$ cat config.mk
export PLATFORM = sky130hd
export DESIGN_NAME = riscv_program_loader
export DESIGN_NICKNAME = d
export VERILOG_FILES = /design/src/rtl/riscv_program_loader.sv
export SDC_FILE = /design/constraint.sdc
export NUM_CORES = 1
export LEC_CHECK = 0
export ABC_AREA = 1
export CELL_PAD_IN_SITES_DETAIL_PLACEMENT = 0
export CELL_PAD_IN_SITES_GLOBAL_PLACEMENT = 2
export CORE_MARGIN = 8
export CORE_UTILIZATION = 33
export CTS_CLUSTER_DIAMETER = 100
export DETAILED_ROUTE_END_ITERATION = 10
export GPL_ROUTABILITY_DRIVEN = 0
export PLACE_DENSITY_LB_ADDON = 0.05
export SLEW_MARGIN = 20
export SYNTH_ARGS = -nofsm -noshare
export SYNTH_HDL_FRONTEND = slang
export SYNTH_SLANG_ARGS = --single-unit
$ cat constraint.sdc
create_clock -name clk -period 3.2 [get_ports clk]
set_clock_uncertainty 0.15 [all_clocks]
set_input_delay 0.64 -clock clk [delete_from_list [all_inputs] [get_ports clk]]
set_output_delay 0.64 -clock clk [all_outputs]
set_load 0.02 [all_outputs]
$ cat src/rtl/riscv_program_loader.sv
// Byte-stream boot loader: frames of SYNC, N, 4*N little-endian payload bytes, CHK.
// Assembled words go out on the program-memory write port. The core is held in reset
// until a frame has loaded with a matching XOR checksum.
module riscv_program_loader #(
  parameter int unsigned ADDR_W = 5,
  parameter logic [7:0]  SYNC   = 8'hA5
) (
  input  logic              clk,
  input  logic              rst,
  input  logic [7:0]        in_data,
  input  logic              in_valid,
  output logic              in_ready,
  output logic              pm_we,
  output logic [ADDR_W-1:0] pm_addr,
  output logic [31:0]       pm_data,
  output logic              core_rst,
  output logic              load_done,
  output logic              load_error,
  output logic [ADDR_W:0]   words_loaded
);

  localparam int unsigned DEPTH = 2 ** ADDR_W;

  localparam logic [2:0] ST_IDLE  = 3'd0;
  localparam logic [2:0] ST_COUNT = 3'd1;
  localparam logic [2:0] ST_LOAD  = 3'd2;
  localparam logic [2:0] ST_CHECK = 3'd3;
  localparam logic [2:0] ST_DONE  = 3'd4;
  localparam logic [2:0] ST_ERROR = 3'd5;

  logic [2:0]        state_q, state_d;
  logic [1:0]        byte_cnt_q, byte_cnt_d;
  logic [7:0]        chk_q, chk_d;
  logic [23:0]       word_q, word_d;
  logic [ADDR_W:0]   n_q, n_d;
  logic [ADDR_W:0]   words_loaded_q, words_loaded_d;
  logic              pm_we_q, pm_we_d;
  logic [ADDR_W-1:0] pm_addr_q, pm_addr_d;
  logic [31:0]       pm_data_q, pm_data_d;
  logic              core_rst_q, core_rst_d;
  logic              load_done_q, load_done_d;
  logic              load_error_q, load_error_d;
  logic              in_ready_q, in_ready_d;
  logic              xfer;

  assign xfer = in_valid & in_ready_q;

  // Next-state and output computation; everything advances only on an accepted byte.
  always_comb begin
    state_d        = state_q;
    byte_cnt_d     = byte_cnt_q;
    chk_d          = chk_q;
    word_d         = word_q;
    n_d            = n_q;
    words_loaded_d = words_loaded_q;
    pm_we_d        = 1'b0;
    pm_addr_d      = pm_addr_q;
    pm_data_d      = pm_data_q;
    core_rst_d     = core_rst_q;
    load_done_d    = load_done_q;
    load_error_d   = load_error_q;
    in_ready_d     = in_ready_q;

    case (state_q)
      ST_IDLE: begin
        if (xfer && in_data == SYNC) begin
          state_d = ST_COUNT;
        end
      end
      ST_COUNT: begin
        if (xfer) begin
          if (in_data == 8'h00 || 32'(in_data) > DEPTH) begin
            state_d      = ST_ERROR;
            load_error_d = 1'b1;
          end else begin
            n_d            = (ADDR_W+1)'(in_data);
            chk_d          = 8'h00;
            byte_cnt_d     = 2'd0;
            words_loaded_d = '0;
            state_d        = ST_LOAD;
          end
        end
      end
      ST_LOAD: begin
        if (xfer) begin
          chk_d      = chk_q ^ in_data;
          byte_cnt_d = byte_cnt_q + 2'd1;
          case (byte_cnt_q)
            2'd0:    word_d[7:0]   = in_data;
            2'd1:    word_d[15:8]  = in_data;
            2'd2:    word_d[23:16] = in_data;
            default: begin
              pm_we_d        = 1'b1;
              pm_addr_d      = words_loaded_q[ADDR_W-1:0];
              pm_data_d      = {in_data, word_q};
              words_loaded_d = words_loaded_q + (ADDR_W+1)'(1);
              if (words_loaded_d == n_q) begin
                state_d = ST_CHECK;
              end
            end
          endcase
        end
      end
      ST_CHECK: begin
        if (xfer) begin
          if (in_data == chk_q) begin
            state_d     = ST_DONE;
            load_done_d = 1'b1;
            core_rst_d  = 1'b0;
            in_ready_d  = 1'b0;
          end else begin
            state_d      = ST_ERROR;
            load_error_d = 1'b1;
          end
        end
      end
      ST_DONE: begin
      end
      ST_ERROR: begin
        if (xfer && in_data == SYNC) begin
          state_d      = ST_COUNT;
          load_error_d = 1'b0;
        end
      end
      default: state_d = ST_IDLE;
    endcase
  end

  // State and output registers with synchronous reset.
  always_ff @(posedge clk) begin
    if (rst) begin
      state_q        <= ST_IDLE;
      byte_cnt_q     <= 2'd0;
      chk_q          <= 8'h00;
      word_q         <= 24'h0;
      n_q            <= '0;
      words_loaded_q <= '0;
      pm_we_q        <= 1'b0;
      pm_addr_q      <= '0;
      pm_data_q      <= 32'h0;
      core_rst_q     <= 1'b1;
      load_done_q    <= 1'b0;
      load_error_q   <= 1'b0;
      in_ready_q     <= 1'b1;
    end else begin
      state_q        <= state_d;
      byte_cnt_q     <= byte_cnt_d;
      chk_q          <= chk_d;
      word_q         <= word_d;
      n_q            <= n_d;
      words_loaded_q <= words_loaded_d;
      pm_we_q        <= pm_we_d;
      pm_addr_q      <= pm_addr_d;
      pm_data_q      <= pm_data_d;
      core_rst_q     <= core_rst_d;
      load_done_q    <= load_done_d;
      load_error_q   <= load_error_d;
      in_ready_q     <= in_ready_d;
    end
  end

  assign in_ready     = in_ready_q;
  assign pm_we        = pm_we_q;
  assign pm_addr      = pm_addr_q;
  assign pm_data      = pm_data_q;
  assign core_rst     = core_rst_q;
  assign load_done    = load_done_q;
  assign load_error   = load_error_q;
  assign words_loaded = words_loaded_q;

endmodule

==> results.json <==
{
  "cts_resized": 0,
  "grt_usage": 0.141,
  "avgSynthCellArea_um2": 7.42,
  "met2_usage": 0.206,
  "synth_cell_type_count": 28,
  "cp_slowest_cell": "clkdlybuf4s50_1",
  "arrival_ps": 2650,
  "drive_above_1_share": 0.0750,
  "combPwrFrac": 0.189,
  "synth_seq_cells": 90,
  "cts_buffers": 9,
  "num_antenna_cells": 0,
  "grt_overflow": 0,
  "finalInstanceArea_um2": 4860,
  "die_w_um": 124,
  "stdcell_count": 716,
  "hp-start": "load_done",
  "hold_viol_final": 0,
  "worstSetupPathType": "in -> reg",
  "cts.clk_slew.worst_paths_ps": 60,
  "synth_top_area_cell": "dfxtp_1",
  "worstMarginPinSlew_ps": 531,
  "ant_nets": 0,
  "grt_pass1_vias": 3145,
  "whs_ps": 308,
  "via_per_inst": 4.72,
  "drt-pass1-iter-count": 4,
  "synth.area.top_cells": "dfxtp_1, nor2_1, o21ai_0",
  "path_common_cell": "nand2_1",
  "setup_tns_ps": 0,
  "peakVddDrop_v": 0.000327,
  "clock_power_share": 0.393,
  "min_period_ps": 2570,
  "crit_end": "chk_q[1]",
  "h-tree-depth": 3,
  "drtIter0Drc": 165,
  "r2r_cells": 9,
  "synth.cell_area_um2": 3830,
  "antenna_found_initial": 0,
  "cts_root_buf": "clkbuf_16",
  "maxSlewHeadroom": 0.646,
  "postSynth.asyncResetShare": 0,
  "rsz0062_at_grt": "false",
  "synth_top_area_frac": 0.471,
  "ys_seq_area_frac": 0.471,
  "placed_area_um2": 4520,
  "dp_hpwl_um": 7210,
  "dieArea_um2": 15300,
  "vias": 3379,
  "busiest_layer": "met2",
  "clockBufferDepth": 2,
  "cts_setup_buffers": 0,
  "synth_flop_cell": "dfxtp_1",
  "power_switching_mw": 0.913,
  "synth_edf_count": 0,
  "pwr_density_cell_nw_per_um2": 622,
  "reg2reg_slack_ps": 1080,
  "critPathLaunchType": "input pin",
  "totalPowerFinal_mw": 3.02,
  "dp_cells": 700,
  "max_stage_delay_ps": 500,
  "yosysWarnings": 0,
  "slew_viol_final": 0,
  "core-area_um2": 11400,
  "worst_skew_pair.late_latency_ps": 350,
  "grt_max_degree": 47,
  "p_seq_frac": 0.417,
  "crit_fanout": 14,
  "crit_chain": "clkdlybuf4s50_1 -> inv_1 -> nand2_1 -> nor3_1 -> nand2_1 -> nand2_1 -> nand4_1 -> nand2_2 -> inv_2 -> nand2_1 -> a21oi_1",
  "fin_ws_ps": 632,
  "die_h_um": 124,
  "outcome": "finished, final reports clean",
  "p_int_mw": 2.11,
  "postLayoutCoreUtil": 0.427,
  "startpoint": "in_data[2]",
  "synthCells": 516,
  "grt_pass1_wl_um": 16600,
  "core.rowCount": 39,
  "syn_nets": 532,
  "use_met3": 0.0331,
  "end_kind": "flop",
  "grt_use_met1": 0.193,
  "final_cell_mix": "nor2_1, dfxtp_1, o21ai_0",
  "place_ws_ps": 270,
  "r2r_start": "state_q[1]",
  "leakagePower_nw": 2.00,
  "wire_per_inst_um": 14.4,
  "nNetsFinal": 584,
  "swShare": 0.302,
  "hp-class": "reg -> reg",
  "io_pins": 59,
  "final_common_cell": "nor2_1",
  "final-setup-viol-count": 0,
  "io_buffer_count": 58,
  "cts_sinks": 90,
  "fmax_mhz": 389,
  "cap_violations": 0,
  "hold_buffers": 0,
  "cts_tree": "yes",
  "drc": 0,
  "routed_wl_um": 10300,
  "worstReg2RegEnd": "chk_q[1]",
  "initial_core_util": 0.337,
  "worstPathRequired_ps": 3280,
  "min_period_over_period": 0.802,
  "syn2layout_area_growth_pct": 26.9
}
state kept, by name (all words and copies together) (netlist names):
register / flops
byte_cnt_q: 2
chk_q: 8
in_ready: 1
load_done: 1
load_error: 1
n_q: 6
pm_addr: 5
pm_data: 32
pm_we: 1
state_q: 3
word_q: 24
words_loaded: 6
power by group through the flow:
stage / Clock [mW] / Combinational (mW) / Sequential [mW]
final: 1.19 / 0.573 / 1.26
after global routing: 1.26 / 0.658 / 1.27
after CTS: 1.22 / 0.579 / 1.26
after detailed placement: 0 / 0.576 / 1.29
after global placement: 0 / 0.578 / 1.29
after floorplan: 0 / 0.417 / 1.28
cells in the mapped netlist (4+ instances only):
master,n
inv_1,28
xnor2_1,9
buf_6,4
ha_1,5
a21oi_1,50
dfxtp_1,90
nand4_1,5
o21ai_0,70
nand3_1,29
nor3_1,4
nor2_1,104
buf_4,4
or2_0,8
clkbuf_1,12
nand2_1,65
nand2_2,4
buf_2,8
inv_2,7
worst max-delay path: cells and delay by family:
kind            cells  cell delay (ps)
compound gates      1               50
buf+inv             3              840
simple gates        7             1110
area by class of cell:
class	instances	area (um2)
fillers	1218	6510
inverters	36	138
clock inverters	6	95.1
multi-input cells	361	1720
well taps	143	179
flip-flops and latches	90	1800
clock buffers	10	239
repair buffers	70	683
how the worst min path moves through the flow:
stage                      to  slack (ps)  depth (start not counted)
CTS                 load_done         320                          2
global placement    load_done         300                          2
finish              load_done         310                          2
floorplan              n_q[1]         290                          2
global route         chk_q[2]         340                          2
detailed placement  load_done         310                          2
per-layer routing:
metal	wire length [um]	vias to the layer above	share of wire
li1	-	1780	-
met1	5160	1516	0.50
met2	4370	67	0.42
met3	599	16	0.058
met4	210	0	0.020
met5	0	-	0
cells by family after synthesis:
kind of cell | after synthesis | share of synthesized area
adders and majority gates | 5 | 0.0163
and+or+nand+nor | 223 | 0.249
AOI/OAI and AO/OA | 124 | 0.164
DFF | 90 | 0.471
xor gates and xnor gates | 9 | 0.0206
buffers and inverters | 65 | 0.0791
Power figures use the tool's default switching activity.
